[src/rtl/dmem_arbiter_if.sv]
// Bundles the two requester ports and the single-ported memory port of dmem_arbiter.
interface dmem_arbiter_if #(
   parameter int unsigned MEM_AW = 10
);
   logic              cpu_req;
   logic              cpu_we;
   logic [31:0]       cpu_addr;
   logic [2:0]        cpu_func3;
   logic [31:0]       cpu_wdata;
   logic              cpu_gnt;
   logic              cpu_rvalid;
   logic [31:0]       cpu_rdata;
   logic              cpu_rerr;

   logic              dma_req;
   logic              dma_we;
   logic [31:0]       dma_addr;
   logic [2:0]        dma_func3;
   logic [31:0]       dma_wdata;
   logic              dma_gnt;
   logic              dma_rvalid;
   logic [31:0]       dma_rdata;
   logic              dma_rerr;

   logic              mem_en;
   logic              mem_we;
   logic [MEM_AW-1:0] mem_addr;
   logic [3:0]        mem_be;
   logic [31:0]       mem_wdata;
   logic [31:0]       mem_rdata;
   logic              busy;

   // Arbiter side: serves both requesters and drives the memory.
   modport slave (
      input  cpu_req, cpu_we, cpu_addr, cpu_func3, cpu_wdata,
      output cpu_gnt, cpu_rvalid, cpu_rdata, cpu_rerr,
      input  dma_req, dma_we, dma_addr, dma_func3, dma_wdata,
      output dma_gnt, dma_rvalid, dma_rdata, dma_rerr,
      output mem_en, mem_we, mem_addr, mem_be, mem_wdata, busy,
      input  mem_rdata
   );

   // Environment side: requesters plus the memory itself.
   modport master (
      output cpu_req, cpu_we, cpu_addr, cpu_func3, cpu_wdata,
      input  cpu_gnt, cpu_rvalid, cpu_rdata, cpu_rerr,
      output dma_req, dma_we, dma_addr, dma_func3, dma_wdata,
      input  dma_gnt, dma_rvalid, dma_rdata, dma_rerr,
      input  mem_en, mem_we, mem_addr, mem_be, mem_wdata, busy,
      output mem_rdata
   );
endinterface

[src/rtl/dmem_arbiter.sv]
// Two-requester data-memory arbiter: grants one access at a time, splits misaligned
// accesses into two aligned word beats and sign/zero-extends load data.
module dmem_arbiter #(
   parameter int unsigned MEM_AW   = 10,
   parameter bit          PRIO_CPU = 1'b0
) (
   input  logic           clk,
   input  logic           rstn,
   dmem_arbiter_if.slave  bus
);
   localparam int unsigned AW = MEM_AW + 2;

   typedef enum logic [2:0] {IDLE, ACC0, ACC1, WAIT, RESP} state_e;

   typedef struct packed {
      logic          id;      // 0 = CPU, 1 = DMA
      logic          we;
      logic [AW-1:0] addr;
      logic [2:0]    func3;
      logic [31:0]   wdata;
   } req_t;

   state_e      state_q, state_d;
   req_t        req_q, req_d;
   logic        last_dma_q, last_dma_d;
   logic [31:0] word0_q, word0_d;
   logic [31:0] rdata_q, rdata_d;
   logic        rvalid_q, rvalid_d;
   logic        rerr_q, rerr_d;

   logic              cpu_gnt_c, dma_gnt_c;
   logic              mem_en_c, mem_we_c;
   logic [MEM_AW-1:0] mem_addr_c;
   logic [3:0]        mem_be_c;
   logic [31:0]       mem_wdata_c;

   // Arbitration: ties go to the CPU under fixed priority or when DMA was granted last.
   logic          cpu_win, dma_win, sel_we, illegal;
   logic [2:0]    sel_f3;
   logic [AW-1:0] sel_addr;
   logic [31:0]   sel_wdata;

   assign cpu_win   = bus.cpu_req & (~bus.dma_req | PRIO_CPU | last_dma_q);
   assign dma_win   = bus.dma_req & ~cpu_win;
   assign sel_we    = dma_win ? bus.dma_we    : bus.cpu_we;
   assign sel_f3    = dma_win ? bus.dma_func3 : bus.cpu_func3;
   assign sel_addr  = dma_win ? bus.dma_addr[AW-1:0] : bus.cpu_addr[AW-1:0];
   assign sel_wdata = dma_win ? bus.dma_wdata : bus.cpu_wdata;
   assign illegal   = (sel_f3 == 3'd3) | (sel_f3[2] & sel_f3[1]) | (sel_we & sel_f3[2]);

   logic unused_addr_hi;
   assign unused_addr_hi = ^{bus.cpu_addr[31:AW], bus.dma_addr[31:AW]};

   // Beat geometry of the latched access: an 8-lane window over {word1, word0}.
   logic [1:0]        off;
   logic [MEM_AW-1:0] widx;
   logic [3:0]        mask;
   logic [7:0]        be8;
   logic              split;
   logic [63:0]       wd64;

   assign off   = req_q.addr[1:0];
   assign widx  = req_q.addr[AW-1:2];
   assign mask  = (req_q.func3[1:0] == 2'd0) ? 4'b0001 :
                  (req_q.func3[1:0] == 2'd1) ? 4'b0011 : 4'b1111;
   assign be8   = 8'({4'b0000, mask} << off);
   assign split = |be8[7:4];
   assign wd64  = 64'(req_q.wdata) << {off, 3'b000};

   // Load assembly from the beat0 word and the word arriving this cycle.
   logic [31:0] word0, word1, sh, ld_data;

   assign word0   = split ? word0_q : bus.mem_rdata;
   assign word1   = split ? bus.mem_rdata : 32'd0;
   assign sh      = 32'({word1, word0} >> {off, 3'b000});
   assign ld_data = (req_q.func3 == 3'd0) ? {{24{sh[7]}}, sh[7:0]}   :
                    (req_q.func3 == 3'd4) ? {24'd0, sh[7:0]}         :
                    (req_q.func3 == 3'd1) ? {{16{sh[15]}}, sh[15:0]} :
                    (req_q.func3 == 3'd5) ? {16'd0, sh[15:0]}        : sh;

   always_ff @(posedge clk or negedge rstn) begin
      if (!rstn) begin
         state_q    <= IDLE;
         req_q      <= '0;
         last_dma_q <= 1'b1;
         word0_q    <= '0;
         rdata_q    <= '0;
         rvalid_q   <= 1'b0;
         rerr_q     <= 1'b0;
      end else begin
         state_q    <= state_d;
         req_q      <= req_d;
         last_dma_q <= last_dma_d;
         word0_q    <= word0_d;
         rdata_q    <= rdata_d;
         rvalid_q   <= rvalid_d;
         rerr_q     <= rerr_d;
      end
   end

   always_comb begin
      state_d     = state_q;
      req_d       = req_q;
      last_dma_d  = last_dma_q;
      word0_d     = word0_q;
      rdata_d     = '0;
      rvalid_d    = 1'b0;
      rerr_d      = 1'b0;
      cpu_gnt_c   = 1'b0;
      dma_gnt_c   = 1'b0;
      mem_en_c    = 1'b0;
      mem_we_c    = 1'b0;
      mem_addr_c  = '0;
      mem_be_c    = '0;
      mem_wdata_c = '0;

      unique case (state_q)
         IDLE: begin
            if (cpu_win || dma_win) begin
               cpu_gnt_c   = cpu_win;
               dma_gnt_c   = dma_win;
               last_dma_d  = dma_win;
               req_d.id    = dma_win;
               req_d.we    = sel_we;
               req_d.addr  = sel_addr;
               req_d.func3 = sel_f3;
               req_d.wdata = sel_wdata;
               if (illegal) begin
                  state_d  = RESP;
                  rvalid_d = 1'b1;
                  rerr_d   = 1'b1;
               end else begin
                  state_d  = ACC0;
               end
            end
         end
         ACC0: begin
            mem_en_c    = 1'b1;
            mem_we_c    = req_q.we;
            mem_addr_c  = widx;
            mem_be_c    = be8[3:0];
            mem_wdata_c = wd64[31:0];
            state_d     = split ? ACC1 : WAIT;
         end
         ACC1: begin
            // Upper beat wraps to word 0 at the top of memory.
            mem_en_c    = 1'b1;
            mem_we_c    = req_q.we;
            mem_addr_c  = widx + MEM_AW'(1);
            mem_be_c    = be8[7:4];
            mem_wdata_c = wd64[63:32];
            word0_d     = bus.mem_rdata;
            state_d     = WAIT;
         end
         WAIT: begin
            rdata_d  = req_q.we ? 32'd0 : ld_data;
            rvalid_d = 1'b1;
            state_d  = RESP;
         end
         RESP: state_d = IDLE;
         default: state_d = IDLE;
      endcase
   end

   assign bus.cpu_gnt    = cpu_gnt_c;
   assign bus.dma_gnt    = dma_gnt_c;
   assign bus.cpu_rvalid = rvalid_q & ~req_q.id;
   assign bus.dma_rvalid = rvalid_q &  req_q.id;
   assign bus.cpu_rdata  = bus.cpu_rvalid ? rdata_q : 32'd0;
   assign bus.dma_rdata  = bus.dma_rvalid ? rdata_q : 32'd0;
   assign bus.cpu_rerr   = rerr_q & ~req_q.id;
   assign bus.dma_rerr   = rerr_q &  req_q.id;
   assign bus.mem_en     = mem_en_c;
   assign bus.mem_we     = mem_we_c;
   assign bus.mem_addr   = mem_addr_c;
   assign bus.mem_be     = mem_be_c;
   assign bus.mem_wdata  = mem_wdata_c;
   assign bus.busy       = (state_q != IDLE);
endmodule

[src/flat_wrapper.sv]
// flat-port wrapper written by rule: the top's interface ports become plain ports
module dmem_arbiter_flat 
#(
   parameter int unsigned MEM_AW   = 10,
   parameter bit          PRIO_CPU = 1'b0
)
  (clk, rstn, bus_cpu_req, bus_cpu_we, bus_cpu_addr, bus_cpu_func3, bus_cpu_wdata, bus_cpu_gnt, bus_cpu_rvalid, bus_cpu_rdata, bus_cpu_rerr, bus_dma_req, bus_dma_we, bus_dma_addr, bus_dma_func3, bus_dma_wdata, bus_dma_gnt, bus_dma_rvalid, bus_dma_rdata, bus_dma_rerr, bus_mem_en, bus_mem_we, bus_mem_addr, bus_mem_be, bus_mem_wdata, bus_busy, bus_mem_rdata);
  dmem_arbiter_if #(.MEM_AW(MEM_AW)) bus_i ();
  input  logic clk;
  input  logic rstn;
  input wire logic [$bits(bus_i.cpu_req)-1:0] bus_cpu_req;
  input wire logic [$bits(bus_i.cpu_we)-1:0] bus_cpu_we;
  input wire logic [$bits(bus_i.cpu_addr)-1:0] bus_cpu_addr;
  input wire logic [$bits(bus_i.cpu_func3)-1:0] bus_cpu_func3;
  input wire logic [$bits(bus_i.cpu_wdata)-1:0] bus_cpu_wdata;
  output wire logic [$bits(bus_i.cpu_gnt)-1:0] bus_cpu_gnt;
  output wire logic [$bits(bus_i.cpu_rvalid)-1:0] bus_cpu_rvalid;
  output wire logic [$bits(bus_i.cpu_rdata)-1:0] bus_cpu_rdata;
  output wire logic [$bits(bus_i.cpu_rerr)-1:0] bus_cpu_rerr;
  input wire logic [$bits(bus_i.dma_req)-1:0] bus_dma_req;
  input wire logic [$bits(bus_i.dma_we)-1:0] bus_dma_we;
  input wire logic [$bits(bus_i.dma_addr)-1:0] bus_dma_addr;
  input wire logic [$bits(bus_i.dma_func3)-1:0] bus_dma_func3;
  input wire logic [$bits(bus_i.dma_wdata)-1:0] bus_dma_wdata;
  output wire logic [$bits(bus_i.dma_gnt)-1:0] bus_dma_gnt;
  output wire logic [$bits(bus_i.dma_rvalid)-1:0] bus_dma_rvalid;
  output wire logic [$bits(bus_i.dma_rdata)-1:0] bus_dma_rdata;
  output wire logic [$bits(bus_i.dma_rerr)-1:0] bus_dma_rerr;
  output wire logic [$bits(bus_i.mem_en)-1:0] bus_mem_en;
  output wire logic [$bits(bus_i.mem_we)-1:0] bus_mem_we;
  output wire logic [$bits(bus_i.mem_addr)-1:0] bus_mem_addr;
  output wire logic [$bits(bus_i.mem_be)-1:0] bus_mem_be;
  output wire logic [$bits(bus_i.mem_wdata)-1:0] bus_mem_wdata;
  output wire logic [$bits(bus_i.busy)-1:0] bus_busy;
  input wire logic [$bits(bus_i.mem_rdata)-1:0] bus_mem_rdata;
  assign bus_i.cpu_req = bus_cpu_req;
  assign bus_i.cpu_we = bus_cpu_we;
  assign bus_i.cpu_addr = bus_cpu_addr;
  assign bus_i.cpu_func3 = bus_cpu_func3;
  assign bus_i.cpu_wdata = bus_cpu_wdata;
  assign bus_cpu_gnt = bus_i.cpu_gnt;
  assign bus_cpu_rvalid = bus_i.cpu_rvalid;
  assign bus_cpu_rdata = bus_i.cpu_rdata;
  assign bus_cpu_rerr = bus_i.cpu_rerr;
  assign bus_i.dma_req = bus_dma_req;
  assign bus_i.dma_we = bus_dma_we;
  assign bus_i.dma_addr = bus_dma_addr;
  assign bus_i.dma_func3 = bus_dma_func3;
  assign bus_i.dma_wdata = bus_dma_wdata;
  assign bus_dma_gnt = bus_i.dma_gnt;
  assign bus_dma_rvalid = bus_i.dma_rvalid;
  assign bus_dma_rdata = bus_i.dma_rdata;
  assign bus_dma_rerr = bus_i.dma_rerr;
  assign bus_mem_en = bus_i.mem_en;
  assign bus_mem_we = bus_i.mem_we;
  assign bus_mem_addr = bus_i.mem_addr;
  assign bus_mem_be = bus_i.mem_be;
  assign bus_mem_wdata = bus_i.mem_wdata;
  assign bus_busy = bus_i.busy;
  assign bus_i.mem_rdata = bus_mem_rdata;
  dmem_arbiter #(.MEM_AW(MEM_AW), .PRIO_CPU(PRIO_CPU)) u_core (.clk(clk), .rstn(rstn), .bus(bus_i));
endmodule
[config.mk]
export PLATFORM = sky130hd
export DESIGN_NAME = dmem_arbiter_flat
export DESIGN_NICKNAME = d
export VERILOG_FILES = /design/src/rtl/dmem_arbiter_if.sv /design/src/rtl/dmem_arbiter.sv /design/src/flat_wrapper.sv
export SDC_FILE = /design/constraint.sdc
export NUM_CORES = 1
export LEC_CHECK = 0
export ABC_AREA = 1
export ABC_CLOCK_PERIOD_IN_PS = 1650
export BUFFER_PORTS_ARGS = -buffer_cell sky130_fd_sc_hd__buf_2
export CAP_MARGIN = 10
export CORE_UTILIZATION = 47
export CTS_BUF_LIST = sky130_fd_sc_hd__clkbuf_8
export CTS_CLUSTER_DIAMETER = 150
export DETAILED_ROUTE_END_ITERATION = 10
export HOLD_SLACK_MARGIN = 0.15
export PLACE_DENSITY_LB_ADDON = 0.2
export SLEW_MARGIN = 10
export SYNTH_ARGS = -nofsm -noshare
export SYNTH_HDL_FRONTEND = slang
export SYNTH_SLANG_ARGS = --single-unit
export TNS_END_PERCENT = 50
[constraint.sdc]
create_clock -name clk -period 1.65 [get_ports clk]
set_input_delay 0.0825 -clock clk [delete_from_list [all_inputs] [get_ports clk]]
set_output_delay 0.0825 -clock clk [all_outputs]
set_load 0.05 [all_outputs]
==> flow_metrics.py, run 1 <==
metrics = {
    "global_route": {
        "grt_max_degree": 48,
        "overflow": 53,
        "grt_usage_pct": 79.4,
    },
    "yosys": {
        "syn_avg_cell_area_um2": 6.63,
        "synth_area_leaders": "dfrtp_1, nand2_1, o21ai_0, inv_1, a21oi_1",
        "yosys_warnings": 0,
        "yosysTopAreaCell": "dfrtp_1",
        "synth_nets": 1376,
        "synth_ff_type": "dfrtp_1",
        "synth_most_common_cell": "nand2_1",
        "ys_ff_latch": 119,
        "syn-cell-area_um2": 7980,
        "synthTopCellsByCount": "nand2_1, inv_1, o21ai_0",
        "synth_top_cell_area_share_pct": 37.0,
        "syn_inst": 1203,
        "synth-async-reset-ratio_pct": 100,
        "synth-seq-area-share_pct": 37.3,
        "synth.distinct_cells": 38,
        "synth-edff-count": 0,
    },
    "placed_design": {
        "post-place-ws_ns": -0.155,
        "dpl.hpwl_um": 20200,
        "gp_congestion": 0.904,
        "port-buffer-count": 250,
        "place_inst": 1697,
    },
    "floorplan": {
        "fp.dieW_um": 132,
        "io_pins": 291,
        "rows": 47,
        "start_util_pct": 48.1,
        "die_y_um": 132,
    },
    "clock_network": {
        "numCtsBuffers": 17,
        "htreeDepth": 4,
        "cts_root_buf": "clkbuf_8",
        "clock-sinks": 119,
        "cts.path.max_buffers": 2,
    },
    "run_status": {
        "haltStage": "global routing (5_1_grt)",
        "status": "aborted with a tool error",
        "tool.error": "[ERROR GRT-0232] Routing congestion too high. Check the congestion heatmap in the GUI.",
    },
    "timing": {
        "worst-ep-kind": "top-level output",
        "worst_endpoint": "bus_mem_addr[8]",
    },
}
[per-layer routing]
layer,GRT overflow,GRT usage (%)
met3,0,62.9
met2,28,95.9
met1,0,80.1
met4,25,83.3
met5,0,18.6
[through the flow]
| stage | hold slack (ns) | util, % | cell area (um^2) | TNS (ns) |
|---|---|---|---|---|
| 2_1_floorplan | -0.213 | - | 8470 | -11.02 |
| 3_3_place_gp | -0.0414 | 63.6 | 10500 | -1.47 |
| 3_5_place_dp | -0.0439 | 63.6 | 10500 | -5.40 |
| 4_1_cts | 0.164 | 82.7 | 13700 | -20.90 |
[cells by family after synthesis]
family | count (synthesis) | share of synthesized area, %
DFF | 119 | 37.3
and+or+nand+nor | 546 | 29.1
adders and majority gates | 1 | 0.157
AOI/OAI and AO/OA | 312 | 21.8
buffers and inverters | 225 | 11.6
[repair_timing]
| action | 4_1_cts |
|---|---|
| setup endpoints to repair | 149 |
| cloned | 7 |
| buffers inserted | 39 |
| pin swaps | 48 |
| hold buffers | 129 |
| gates resized for setup | 356 |
| endpoints found under the hold margin | 204 |
==> inputs of run 2 (changes only) <==
- ABC_CLOCK_PERIOD_IN_PS: 1650 -> 2150
- CORE_UTILIZATION: 47 -> 35
- CTS_BUF_LIST: sky130_fd_sc_hd__clkbuf_8 -> not set
- CTS_CLUSTER_DIAMETER: 150 -> not set
- HOLD_SLACK_MARGIN: 0.15 -> not set
- PLACE_DENSITY_LB_ADDON: 0.2 -> 0.15
- clock period: 1.65 -> 2.15 ns (I/O delays scaled with it)
==> flow_metrics.py, run 2 <==
metrics = {
    "run_status": {
        "status": "finished, violations left",
        "violations": "hold timing, setup timing",
    },
    "yosys": {
        "syn-cell-area_um2": 7980,
        "ys_ff_latch": 119,
        "yosysTopAreaCell": "dfrtp_1",
        "synth_top_cell_area_share_pct": 37.0,
        "syn_avg_cell_area_um2": 6.63,
        "synth_ff_type": "dfrtp_1",
        "synth-edff-count": 0,
        "synth-async-reset-ratio_pct": 100,
        "synthTopCellsByCount": "nand2_1, inv_1, o21ai_0",
        "synth_most_common_cell": "nand2_1",
        "syn_inst": 1203,
        "synth-seq-area-share_pct": 37.3,
        "synth.distinct_cells": 38,
        "yosys_warnings": 0,
        "synth_nets": 1376,
        "synth_area_leaders": "dfrtp_1, nand2_1, o21ai_0, inv_1, a21oi_1",
    },
    "setup_path": {
        "worst_setup_path_start_kind": "flip-flop",
        "critPathCaptureType": "output pin",
        "cp_max_fo": 2,
        "worstPathRequired_ns": 2.04,
        "crit_type": "flip-flop to output pin",
        "cp.arrival_ns": 2.05,
    },
    "timing": {
        "setup_ws_ns": -0.00380,
        "tightest_slew_ns": 0.620,
        "relSlewSlack_pct": 58.7,
        "setup_viol": 1,
        "clock_skew_ns": 0.00993,
        "rsz0062_at_grt": "true",
        "max_freq_mhz": 464,
        "hold_viol_final": 1,
        "finalCriticalPeriod_ns": 2.15,
        "slew_viol_final": 0,
        "hold_slack_ns": -0.00108,
        "fin_crit_sh_pct": 100,
    },
    "layout": {
        "area.growth.synth_to_final_pct": 45.7,
        "fillCellCount": 2213,
        "layout_common_cells": "nand2_1, buf_2, inv_1, o21ai_0, dfrtp_1",
        "largest_register_ff_count": 47,
        "mostFrequentLayoutCell": "nand2_1",
        "regMostFlops": "u_core.req_q",
        "fin_util_pct": 52.6,
        "reg_top3": "u_core.req_q x47, u_core.rdata_q x32, u_core.word0_q x32",
        "drive_above_1_share_pct": 26.4,
        "fin_nets": 1724,
        "n_antenna_cell": 0,
        "seqCellArea_um2": 2980,
        "multi_input_area_um2": 4220,
    },
    "global_route": {
        "grt_usage_pct": 25.7,
        "grt_pass1_wl_um": 46900,
        "overflow": 0,
        "grt_max_degree": 57,
        "grt_pass1_vias": 8990,
        "antenna_found_initial": 1,
    },
    "min_path": {
        "hold_class": "input port to flip-flop",
    },
    "placed_design": {
        "gp_congestion": 0.903,
        "dpl.hpwl_um": 21200,
        "port-buffer-count": 250,
        "post-place-ws_ns": 0.210,
    },
    "power_and_ir_drop": {
        "powerDensity_nw_per_um2": 1630,
        "ir_worst_vdd_mv": 1.04,
        "p_leak_nw": 5.95,
    },
    "floorplan": {
        "fp.dieW_um": 153,
        "rows": 54,
        "die_y_um": 153,
        "core-area_um2": 22100,
        "start_util_pct": 36.1,
        "io_pins": 291,
        "dieArea_um2": 23400,
    },
    "drt": {
        "detail-route-antenna-nets": 0,
        "totalWireLength_um": 30000,
        "dr.first_iter.drc_count": 591,
        "via_per_inst": 5.07,
        "firstDrtPassIters": 7,
        "drc": 0,
        "routed-via-count": 9340,
        "wl_per_cell_um": 16.3,
    },
    "clock_network": {
        "htreeDepth": 4,
        "clock_latency_ns": 0.42,
        "cts_root_buf": "clkbuf_16",
        "clkTransAtPathRegs_ns": 0.06,
        "clock-sinks": 119,
        "numCtsBuffers": 17,
        "cts_tree": "built",
        "cts.path.max_buffers": 2,
    },
    "flow_run": {
        "max_cap_violations": 0,
    },
}
==> run 2: cell counts after synthesis <==
Identical to the previous run, type by type.
==> run 2: kinds of logic (layout without fill, tap and decap cells) <==
family,Yosys count,count (layout),synth area share [%]
AO/OA/AOI/OAI,312,312,21.8
adder cells (fa/ha/maj),1,1,0.157
buffers and inverters,225,586,11.6
AND/OR/NAND/NOR,546,546,29.1
flip-flops,119,119,37.3
==> run 2: area by class of cell <==
class / instances / area share, %
Tap cell: 280 / 3.01
Multi-Input combinational cell: 859 / 36.3
Clock buffer: 18 / 3.69
Timing Repair Buffer: 407 / 25.0
Inverter: 147 / 4.98
Sequential cell: 119 / 25.7
Clock inverter: 14 / 1.29
==> run 2: layer usage <==
layer	wire length (um)	track usage [%]	up-vias
li1	-	-	4596
met1	12000	29.6	4316
met2	15100	46.0	377
met3	1980	5.98	49
met4	896	9.62	2
met5	13	0	-
==> run 2: final timing paths <==
path,slack (ns),endpoint,cells past startpoint,from
max in group asynchronous,1.18,u_core.rdata_q[12]$_DFF_PN0_,3,rstn
worst max-delay path,-0.004,bus_mem_addr[8],12,u_core.req_q[37]$_DFFE_PN0P_
worst min-delay path,-0.001,u_core.word0_q[30]$_DFFE_PN0P_,3,bus_mem_rdata[30]
worst min register to register,0.48,u_core.word0_q[7]$_DFFE_PN0P_,2,u_core.word0_q[7]$_DFFE_PN0P_
worst max register to register,0.04,u_core.req_q[25]$_DFFE_PN0P_,9,u_core.last_dma_q$_DFFE_PN1P_
min in group asynchronous,0.27,u_core.req_q[41]$_DFFE_PN0P_,2,rstn
==> run 2: report_power, final <==
| group | leakage, nW | total (W) | switching, W | internal (W) |
|---|---|---|---|---|
| combinational | 4.21 | 0.0122 | 0.00825 | 0.00392 |
| sequential | 1.46 | 0.00390 | 0.000645 | 0.00325 |
| clock | 0.277 | 0.00285 | 0.00114 | 0.00171 |
| total | 5.95 | 0.0189 | 0.0100 | 0.00889 |
==> run 2: critical path, cell delays in order (launching register included) <==
cell	delay, ns
dfrtp_1	0.36
ha_2	0.19
nand2_2	0.05
inv_2	0.07
nand2_4	0.06
nor2_4	0.10
inv_2	0.06
nor3_4	0.12
nand2_1	0.09
a21oi_1	0.14
o21ai_1	0.07
o21ai_1	0.13
buf_6	0.19
==> run 2: per-stage QoR <==
stage | cells | cell area [um^2] | hold slack [ns] | power (W) | setup TNS (ns)
2_1_floorplan | 1203 | 7980 | -0.188 | 0.0118 | -1.51
3_3_place_gp | 1695 | 9550 | 0.151 | 0.0147 | 0
3_5_place_dp | 1695 | 9550 | 0.160 | 0.0147 | 0
4_1_cts | 1830 | 11300 | 0.000261 | 0.0182 | -0.117
5_1_grt | 1844 | 11600 | 0.0166 | 0.0204 | -0.782
6_report | 1844 | 11600 | -0.00108 | 0.0189 | -0.00380
==> run 2: what timing repair did <==
| item | in CTS | in global routing |
|---|---|---|
| endpoints found under the hold margin | 102 | 0 |
| setup buffers | 6 | 12 |
| resized for setup | 50 | 82 |
| endpoints found under the setup margin | 38 | 45 |
| pin swaps | 4 | 12 |
| hold buffers | 96 | 0 |
| cloned | 1 | 2 |
No activity file was read; power rests on OpenSTA's default activity.
